File: src/rtl/branch_pkg.sv
// Shared branch-type codes, controller state encoding and stall-depth constants
// for the ID-stage branch resolution logic.
package branch_pkg;

    localparam logic [2:0] BR_NONE = 3'd0;
    localparam logic [2:0] BR_BEQ  = 3'd1;
    localparam logic [2:0] BR_BNE  = 3'd2;

    typedef enum logic {
        ST_IDLE  = 1'b0,
        ST_STALL = 1'b1
    } state_t;

    // Cycles the branch must wait before its operands can be compared.
    localparam logic [1:0] NEED_NONE     = 2'd0;
    localparam logic [1:0] NEED_EX_ALU   = 2'd1;
    localparam logic [1:0] NEED_MEM_LOAD = 2'd1;
    localparam logic [1:0] NEED_EX_LOAD  = 2'd2;

    function automatic logic [1:0] max_need(input logic [1:0] a, input logic [1:0] b);
        return (a > b) ? a : b;
    endfunction

endpackage

File: src/rtl/branch_hazard_detect.sv
// Combinational hazard check for the two branch source operands against the
// EX and MEM destinations: stall depth and MEM-stage forwarding selects.
module branch_hazard_detect
    import branch_pkg::*;
#(
    parameter int REG_W = 5
) (
    input  logic [REG_W-1:0] i_rs,
    input  logic [REG_W-1:0] i_rt,
    input  logic             i_ex_reg_write,
    input  logic             i_ex_mem_read,
    input  logic [REG_W-1:0] i_ex_write_reg,
    input  logic             i_mem_reg_write,
    input  logic             i_mem_mem_read,
    input  logic [REG_W-1:0] i_mem_write_reg,
    output logic [1:0]       o_need,
    output logic             o_fwd_a,
    output logic             o_fwd_b
);

    logic       w_rs_ex, w_rt_ex, w_rs_mem, w_rt_mem;
    logic [1:0] w_need_rs, w_need_rt;

    // Register 0 is hardwired to zero, so it can never carry a hazard.
    assign w_rs_ex  = (i_rs != '0) && (i_rs == i_ex_write_reg)  && (i_ex_reg_write  || i_ex_mem_read);
    assign w_rt_ex  = (i_rt != '0) && (i_rt == i_ex_write_reg)  && (i_ex_reg_write  || i_ex_mem_read);
    assign w_rs_mem = (i_rs != '0) && (i_rs == i_mem_write_reg) && (i_mem_reg_write || i_mem_mem_read);
    assign w_rt_mem = (i_rt != '0) && (i_rt == i_mem_write_reg) && (i_mem_reg_write || i_mem_mem_read);

    assign w_need_rs = w_rs_ex  ? (i_ex_mem_read ? NEED_EX_LOAD : NEED_EX_ALU) :
                       (w_rs_mem && i_mem_mem_read) ? NEED_MEM_LOAD : NEED_NONE;
    assign w_need_rt = w_rt_ex  ? (i_ex_mem_read ? NEED_EX_LOAD : NEED_EX_ALU) :
                       (w_rt_mem && i_mem_mem_read) ? NEED_MEM_LOAD : NEED_NONE;

    assign o_need  = max_need(w_need_rs, w_need_rt);
    assign o_fwd_a = w_rs_mem && i_mem_reg_write && !i_mem_mem_read;
    assign o_fwd_b = w_rt_mem && i_mem_reg_write && !i_mem_mem_read;

endmodule

File: src/rtl/branch_resolve_ctrl.sv
// ID-stage branch controller: stalls on operand hazards, drives the comparator,
// turns its result into PC redirect / IF-ID flush and counts branches.
module branch_resolve_ctrl
    import branch_pkg::*;
#(
    parameter int DATA_W = 32,
    parameter int REG_W  = 5,
    parameter int CNT_W  = 16
) (
    input  logic              Clk,
    input  logic              Reset,
    input  logic              Halt,
    input  logic              IdValid,
    input  logic [2:0]        BranchCtrl,
    input  logic [REG_W-1:0]  IdRs,
    input  logic [REG_W-1:0]  IdRt,
    input  logic [DATA_W-1:0] PcPlus4,
    input  logic [15:0]       Imm16,
    input  logic              ExRegWrite,
    input  logic              ExMemRead,
    input  logic [REG_W-1:0]  ExWriteReg,
    input  logic              MemRegWrite,
    input  logic              MemMemRead,
    input  logic [REG_W-1:0]  MemWriteReg,
    input  logic              CmpResult,
    output logic              CompareFlag,
    output logic [2:0]        CmpControl,
    output logic              FwdA,
    output logic              FwdB,
    output logic              Stall,
    output logic              FlushIfId,
    output logic              PCSrc,
    output logic [DATA_W-1:0] BranchTarget,
    output logic [CNT_W-1:0]  BranchCount,
    output logic [CNT_W-1:0]  TakenCount
);

    localparam logic [CNT_W-1:0] CNT_ONE = 1;

    state_t             r_state, w_state_nxt;
    logic [1:0]         r_cnt, w_cnt_nxt;
    logic [CNT_W-1:0]   r_branch_cnt, r_taken_cnt;
    logic               w_is_br, w_resolve, w_taken;
    logic [1:0]         w_need;
    logic               w_fwd_a, w_fwd_b;
    logic [DATA_W-1:0]  w_offset;

    branch_hazard_detect #(.REG_W(REG_W)) u_hazard (
        .i_rs            (IdRs),
        .i_rt            (IdRt),
        .i_ex_reg_write  (ExRegWrite),
        .i_ex_mem_read   (ExMemRead),
        .i_ex_write_reg  (ExWriteReg),
        .i_mem_reg_write (MemRegWrite),
        .i_mem_mem_read  (MemMemRead),
        .i_mem_write_reg (MemWriteReg),
        .o_need          (w_need),
        .o_fwd_a         (w_fwd_a),
        .o_fwd_b         (w_fwd_b)
    );

    assign w_is_br      = IdValid && ((BranchCtrl == BR_BEQ) || (BranchCtrl == BR_BNE));
    assign w_offset     = {{(DATA_W-18){Imm16[15]}}, Imm16, 2'b00};
    assign BranchTarget = PcPlus4 + w_offset;

    // NOTE: every signal driven here gets a default first, so no path can infer a latch.
    always_comb begin
        w_state_nxt = r_state;
        w_cnt_nxt   = r_cnt;
        w_resolve   = 1'b0;
        w_taken     = 1'b0;
        CompareFlag = 1'b0;
        CmpControl  = BR_NONE;
        FwdA        = 1'b0;
        FwdB        = 1'b0;
        Stall       = 1'b0;
        FlushIfId   = 1'b0;
        PCSrc       = 1'b0;
        // Outputs are forced low while reset is held, even if a hazarded branch sits in ID.
        if (Reset) begin
            w_state_nxt = ST_IDLE;
        end else if (Halt) begin
            Stall = (r_state == ST_STALL);
        end else begin
            case (r_state)
                ST_IDLE: begin
                    if (w_is_br) begin
                        if (w_need != NEED_NONE) begin
                            Stall     = 1'b1;
                            w_cnt_nxt = w_need - 2'd1;
                            if (w_cnt_nxt != 2'd0) w_state_nxt = ST_STALL;
                        end else begin
                            w_resolve   = 1'b1;
                            w_taken     = CmpResult;
                            CompareFlag = 1'b1;
                            CmpControl  = BranchCtrl;
                            FwdA        = w_fwd_a;
                            FwdB        = w_fwd_b;
                            PCSrc       = CmpResult;
                            FlushIfId   = CmpResult;
                        end
                    end
                end
                ST_STALL: begin
                    Stall = 1'b1;
                    if (r_cnt <= 2'd1) begin
                        w_cnt_nxt   = 2'd0;
                        w_state_nxt = ST_IDLE;
                    end else begin
                        w_cnt_nxt = r_cnt - 2'd1;
                    end
                end
                default: w_state_nxt = ST_IDLE;
            endcase
        end
    end

    // NOTE: sequential state uses non-blocking assignments so all registers update together.
    always_ff @(posedge Clk or posedge Reset) begin
        if (Reset) begin
            r_state      <= ST_IDLE;
            r_cnt        <= 2'd0;
            r_branch_cnt <= '0;
            r_taken_cnt  <= '0;
        end else begin
            r_state <= w_state_nxt;
            r_cnt   <= w_cnt_nxt;
            if (w_resolve) r_branch_cnt <= r_branch_cnt + CNT_ONE;
            if (w_taken)   r_taken_cnt  <= r_taken_cnt + CNT_ONE;
        end
    end

    assign BranchCount = r_branch_cnt;
    assign TakenCount  = r_taken_cnt;

endmodule
File: config.mk
export PLATFORM = sky130hd
export DESIGN_NAME = branch_resolve_ctrl
export DESIGN_NICKNAME = d
export VERILOG_FILES = /design/src/rtl/branch_pkg.sv /design/src/rtl/branch_hazard_detect.sv /design/src/rtl/branch_resolve_ctrl.sv
export SDC_FILE = /design/constraint.sdc
export NUM_CORES = 1
export LEC_CHECK = 0
export BUFFER_PORTS_ARGS = -buffer_cell sky130_fd_sc_hd__buf_2
export CELL_PAD_IN_SITES_DETAIL_PLACEMENT = 0
export CELL_PAD_IN_SITES_GLOBAL_PLACEMENT = 1
export CORE_ASPECT_RATIO = 1.5
export CORE_MARGIN = 4
export CORE_UTILIZATION = 35
export CTS_CLUSTER_DIAMETER = 40
export CTS_CLUSTER_SIZE = 16
export DETAILED_ROUTE_END_ITERATION = 8
export HOLD_SLACK_MARGIN = 0.02
export MAX_ROUTING_LAYER = met4
export PLACE_DENSITY_LB_ADDON = 0.1
export SLEW_MARGIN = 20
export SYNTH_ARGS = -nofsm -noshare
export SYNTH_HDL_FRONTEND = slang
export SYNTH_SLANG_ARGS = --single-unit
File: constraint.sdc
create_clock -name Clk -period 6.5 [get_ports Clk]
set_input_delay 1.625 -clock Clk [delete_from_list [all_inputs] [get_ports Clk]]
set_output_delay 1.625 -clock Clk [all_outputs]
set_load 0.05 [all_outputs]
==> results.ini, run 1 <==
[power]
vdd_ir_drop_max_v = 0.000123
power_frac_clock_pct = 26.8
cellLeakagePower_nw = 2.35
swShare_pct = 44.5
combPwrFrac_pct = 48.9
p_per_area_mw_per_mm2 = 222
p_int_mw = 0.572
seq_power_share_pct = 24.3
p_sw_mw = 0.458

[global_routing]
antenna_found_initial = 0
gr-total-overflow = 0
grt_pass1_vias = 3814
grt_pass1_wl_um = 17100
grt_start_max_net_pins = 21
grt_usage_pct = 17.3

[cts]
numCtsBuffers = 5
cts_setup_buffers = 0
hold_buffers = 0
cts_sinks = 35
root_buffer = clkbuf_16
clkSlewWorstSetupHoldPaths_ns = 0.06
cts_tree = built
insertion_delay_ns = 0.28
clk_path_buf_depth = 2
htree_num_levels = 2

[logic_synthesis]
syn_avg_cell_area_sq_um = 8.43
yosys.area.top_type_share_pct = 24.1
yosysMostFrequentCell = xnor2_1
yosys.area.top_type = dfrtp_1
synth_cells = 431
synth-edff-count = 0
synth-seq-cells = 35
netlist_area_sq_mm = 0.00363
yosys.cell_types.count = 58
synth.area.top_cells = dfrtp_1 (24%), ha_1 (12%), xnor2_1 (11%)
syn_nets = 548
async_flop_share_pct = 100
synth_seq_area_share_pct = 24.1
synthFlopType = dfrtp_1
yosys_warnings = 0
synth_common_cells = xnor2_1 (46), nand2_1 (41), ha_1 (36), dfrtp_1 (35)

[timing]
setup_violations = 0
final_hold_viol_count = 0
worst_hold_slack_ns = 0.469
finalCritPeriodShare_pct = 95.4
worst_slew_pin_slew_ns = 0.618
max_slew_margin_pct = 58.8
fin_crit_ns = 6.20
clock_skew_ns = 0.00688
fmax_mhz = 161
slew_violations = 0
rsz0062_at_grt = no
fin_tns_setup_ns = 0

[detailed_routing]
finalWirelength_um = 10400
detail-route-antenna-nets = 0
wl_per_cell_um = 15.0
dr.pass1.iters = 4
drc = 0
drtIter0Drc = 105
dr_total_vias = 3632
routed_via_density = 5.23

[critical_path]
cp_max_fo = 5
crit_slowest_cell = nor4_1
start_kind = input pin
cp.buffers_inverters = 4
critical_path_class = in2out
max_stage_delay_ns = 0.30
critPathArrivalTime_ns = 4.58
critPathTopFamily = simple AND/OR/NAND/NOR gates
startpoint = ExWriteReg[1]
timing.rr.start = r_state
crit_required_ns = 4.88
worstSetupEndpointType = primary output
crit_chain = buf_2 > xor2_1 > nor4_1 > o2111a_2 > nand2_1 > ha_1 > nor2b_1 > o21ai_2 > mux2i_1 > o21ai_1 > inv_1 > ha_1 > and4bb_2 > nand2_1 > inv_2 > buf_2

[placed_design]
globalplace.congestion = 0.879
place.port_buffers = 147
place_hpwl_um = 8940

[floorplanning]
start_util_pct = 35.8
core_area_sq_mm = 0.0101
io_pins = 153
chipHeight_um = 133
die_width_um = 91.2
die_area_sq_mm = 0.0121
fp-row-count = 45

[cells_and_area]
area_delta_synth_final_pct = 28.0
layout.nets = 694
antenna_cells = 0
drive_above_1_share_pct = 30.6
nFillCells = 1025

[flow_run]
maxCapViolCount = 0

[hold_path]
min_path_type = reg2reg
hp-start = TakenCount[15]

[run_status]
status = finished, final reports clean

final cells by class:
| type | count | area, sq um | area share [%] |
|---|---|---|---|
| tap | 117 | 146 | 3.15 |
| clock buffer | 6 | 139 | 2.99 |
| multi-input combinational | 369 | 2630 | 56.6 |
| inverter | 16 | 60.1 | 1.29 |
| clock inverter | 2 | 35.0 | 0.753 |
| sequential | 35 | 876 | 18.8 |
| timing repair buffer | 150 | 761 | 16.4 |
worst register-to-register path, cell delays in order, from the launching register on:
cell,delay [ns]
dfrtp_1,0.43
and4bb_2,0.38
buf_4,0.18
nand3_1,0.19
nor2_1,0.28
nand4_1,0.15
xnor2_1,0.14
cell families after synthesis:
kind of cell    count (synthesis)  synth area share (%)
buf+inv                        27                  3.58
xor+xnor                       79                  19.0
simple gates                  149                  21.0
compound gates                100                  18.3
mux                             3                 0.896
fa+ha+maj                      37                  13.0
flops                          35                  24.1
other cells                     1                 0.103
worst paths after layout:
| check | to | slack, ns | cells after the start |
|---|---|---|---|
| max in group asynchronous | BranchCount[9] | 4.34 | 3 |
| max reg2reg | TakenCount[13] | 4.62 | 6 |
| max | FlushIfId | 0.30 | 16 |
| min | TakenCount[15] | 0.47 | 1 |
| min in group asynchronous | TakenCount[0] | 1.46 | 2 |
| min reg2reg | TakenCount[15] | 0.47 | 1 |
per-stage QoR:
step | instance area (sq um) | power (mW) | setup slack (ns) | std cells | util (%)
5_1_grt | 4650 | 1.08 | 0.0262 | 695 | 45.9
3_5_place_dp | 4470 | 0.761 | 0.0396 | 687 | 44.1
4_1_cts | 4640 | 1.04 | 0.0246 | 695 | 45.8
6_report | 4650 | 1.03 | 0.299 | 695 | 45.9
3_3_place_gp | 4470 | 0.759 | 0.143 | 687 | 44.1
2_1_floorplan | 3630 | 0.634 | -0.0877 | 431 | -
per-layer routing:
metal  routed length (um)  vias to the layer above  GRT usage (%)
met1                 4100                     1699           18.4
met4                  238                        0           4.95
met3                  372                       16           1.99
met2                 5710                       90           33.1
met5                    0                        -              -
li1                     -                     1827              -
sequential cells by signal, summed over array words and instances (netlist names):
signal       count
r_cnt            2
TakenCount      16
BranchCount     16
r_state          1
cells in the final DEF (no fill, tap or decap), drive strengths merged, types with 2 or more instances in the layout:
master,n
o2111a,2
nor2b,7
a41oi,2
buf,149
nand2,42
xnor2,46
nand4,11
a21o,12
a211oi,4
and4,5
a21oi,38
nand2b,4
a31o,2
nand3,15
nor3,10
o21bai,2
a211o,3
and2,8
clkbuf,7
a31oi,5
and3,8
nand3b,3
inv,16
o21ai,21
dfrtp,35
mux2,2
o211ai,2
xor2,33
ha,36
nor2,27
nor4,4
power groups by stage:
| stage | combinational (mW) | sequential, mW | clock [mW] |
|---|---|---|---|
| after CTS | 0.508 | 0.251 | 0.282 |
| after floorplan | 0.333 | 0.301 | 0 |
| final | 0.504 | 0.250 | 0.276 |
| after global placement | 0.505 | 0.254 | 0 |
| after detailed placement | 0.506 | 0.255 | 0 |
| after global routing | 0.541 | 0.255 | 0.289 |
repair_timing:
item                                    CTS  global route
endpoints found under the setup margin    0             8
endpoints found under the hold margin     0             0
gates resized for setup                   0             6
Note: power is estimated with default switching activity, not from simulation.
==> run 2, diff against run 1 <==
Settings changed: ABC_AREA set to 1, CORE_UTILIZATION 35 to 34.
==> results.ini, run 2 <==
[cts]
clk_path_buf_depth = 2  ; unchanged
numCtsBuffers = 5  ; unchanged
cts_setup_buffers = 0  ; unchanged
post_cts_resized = 0  ; unchanged
hold_buffers = 0  ; unchanged
htree_num_levels = 2  ; unchanged
cts_sinks = 35  ; unchanged
insertion_delay_ns = 0.28  ; about the same
cts_tree = built
root_buffer = clkbuf_16
clkSlewWorstSetupHoldPaths_ns = 0.05  ; about the same

[cells_and_area]
mostFrequentLayoutCells = nand2_1 (183), buf_2 (147), nor2_1 (77)
antenna_cells = 0  ; unchanged
area_delta_synth_final_pct = 24.9
drive_above_1_share_pct = 21.9  ; -8.7 points
final_common_cell = nand2_1
layout.nets = 911  ; +31%

[detailed_routing]
wl_met1_um = 5550  ; +36%
dr.pass1.iters = 4  ; unchanged
drc = 0  ; unchanged
dr_wl_met2_um = 6860  ; +20%
routed_via_density = 4.77  ; -8.6%
wl_per_cell_um = 13.9  ; -7.6%
finalWirelength_um = 13100  ; +26%
routed-wl-met3_um = 493  ; +33%
drtIter0Drc = 74  ; -30%
top_layer = met4
dr_total_vias = 4517  ; +24%
detail-route-antenna-nets = 0  ; unchanged

[run_status]
status = finished, final reports clean

[timing]
fmax_mhz = 170  ; +5.5%
worst_hold_slack_ns = 0.490  ; +0.0213 ns
final_hold_viol_count = 0  ; unchanged
finalCritPeriodShare_pct = 90.4  ; -5.0 points
fin_tns_setup_ns = 0  ; unchanged
fin_crit_ns = 5.88  ; -0.324 ns
setup_violations = 0  ; unchanged
clock_skew_ns = 0.00477  ; -0.00211 ns
rsz0062_at_grt = no
slew_violations = 0  ; unchanged

[hold_path]
min_path_type = reg2reg

[logic_synthesis]
yosys.area.top_type_share_pct = 21.1  ; -3.0 points
synth-seq-cells = 35  ; unchanged
synth_seq_area_share_pct = 21.1  ; -3.0 points
synth_common_cells = nand2_1 (183), nor2_1 (77), inv_1 (75), nand3_1 (44), a21oi_1 (37)
syn_nets = 759  ; +39%
synth_cells = 642  ; +49%
yosysMostFrequentCell = nand2_1
yosys_warnings = 0  ; unchanged
synth-edff-count = 0  ; unchanged
yosys.cell_types.count = 38  ; -34%
synth.area.top_cells = dfrtp_1 (21%), nand2_1 (17%), ha_1 (11%)
syn_avg_cell_area_sq_um = 6.47  ; -23%
synthFlopType = dfrtp_1
async_flop_share_pct = 100  ; unchanged
yosys.area.top_type = dfrtp_1
netlist_area_sq_mm = 0.00415  ; +14%

[floorplanning]
core_area_sq_mm = 0.0120  ; +18%
io_pins = 153  ; unchanged
die_width_um = 98.2  ; +7.7%
chipHeight_um = 143  ; +8.0%
die_area_sq_mm = 0.0141  ; +16%
start_util_pct = 34.7  ; -1.1 points
fp-row-count = 49  ; +8.9%

[critical_path]
critPathArrivalTime_ns = 4.25  ; -0.33 ns
start_kind = input pin
worstSetupEndpointType = primary output
cp_max_fo = 7  ; +2
crit_required_ns = 4.88  ; about the same
critical_path_class = in2out

[global_routing]
grt_pass1_wl_um = 21500  ; +25%
gr-total-overflow = 0  ; unchanged
antenna_found_initial = 0  ; unchanged
grt_start_max_net_pins = 38  ; +81%
grt_pass1_vias = 4683  ; +23%
grt_usage_pct = 19.0  ; +1.7 points

[placed_design]
place_hpwl_um = 11500  ; +28%
place.port_buffers = 147  ; unchanged
globalplace.congestion = 0.926  ; +5.3%

[power]
vdd_ir_drop_max_v = 0.0000959  ; -22%
p_per_area_mw_per_mm2 = 194  ; -12%
cellLeakagePower_nw = 2.85  ; +21%

[flow_run]
maxCapViolCount = 0  ; unchanged

run 2: cell types whose count changed after synthesis, sizes merged, moves of 6 or more:
cell,delta
inv,+61
nand3,+31
nand2,+144
xnor2,-25
o21ai,+6
nor3,+7
nor2b,-7
nor2,+53
and3,-7
a21o,-6
and2,-6
run 2: area by class of cell:
| class | instances | area (sq um) |
|---|---|---|
| fill | 1369 | 6770 |
| multi-input combinational | 524 | 2940 |
| sequential | 35 | 876 |
| timing repair buffer | 151 | 766 |
| inverter | 77 | 289 |
| tap | 153 | 191 |
| clock buffer | 6 | 129 |
run 2: cells by family (layout without fill, tap and decap cells):
| logic type | after synthesis | count (layout) | share of synthesized area, % |
|---|---|---|---|
| AO/OA/AOI/OAI | 76 | 76 | 10.0 |
| XOR/XNOR | 56 | 56 | 11.8 |
| adder cells (fa/ha/maj) | 37 | 37 | 11.3 |
| buffers and inverters | 83 | 234 | 8.23 |
| flip-flops | 35 | 35 | 21.1 |
| other | 1 | 1 | 0.0903 |
| AND/OR/NAND/NOR | 354 | 354 | 37.4 |
run 2: worst paths after layout:
kind	cells after the start	endpoint	startpoint	slack, ns
min in group asynchronous	3	BranchCount[11]	Reset	1.45
max	20	FlushIfId	IdRs[1]	0.62
max reg2reg	8	BranchCount[14]	BranchCount[0]	4.71
min	2	r_cnt[0]	r_cnt[0]	0.49
max in group asynchronous	3	TakenCount[12]	Reset	4.72
min reg2reg	2	r_cnt[0]	r_cnt[0]	0.49
run 2: power by group:
group	switching [mW]	total [mW]	internal (mW)
clock network	0.0796	0.217	0.137
logic	0.387	0.530	0.143
registers	0.0231	0.260	0.237
total	0.490	1.01	0.516
run 2: worst max-delay path: stages:
cell and delay, ns:
buf_2 0.11, inv_1 0.11, o21ai_0 0.09, inv_1 0.06
nand2_1 0.04, nor2_1 0.16, nand3_1 0.20, inv_1 0.11
ha_1 0.24, a22oi_1 0.23, inv_1 0.06, nand3_1 0.08
nand2_1 0.07, inv_1 0.06, ha_1 0.15, nand2_2 0.08
nor3_4 0.26, nand2_4 0.10, inv_2 0.14, buf_2 0.28
run 2: layer usage:
layer,up-vias,global-route usage (%)
li1,2386,-
met1,2000,21.6
met2,116,35.7
met3,15,1.51
met4,0,5.25
met5,-,-
run 2: metrics by stage:
stage | utilization, % | total power, mW | area [sq um] | std cells | setup slack (ns)
2_1_floorplan | - | 0.654 | 4150 | 642 | 0.184
3_3_place_gp | 42.3 | 0.796 | 5060 | 940 | 0.653
3_5_place_dp | 42.3 | 0.797 | 5060 | 940 | 0.596
4_1_cts | 43.4 | 1.02 | 5190 | 946 | 0.585
5_1_grt | 43.4 | 1.08 | 5190 | 946 | 0.284
6_report | 43.4 | 1.01 | 5190 | 946 | 0.622
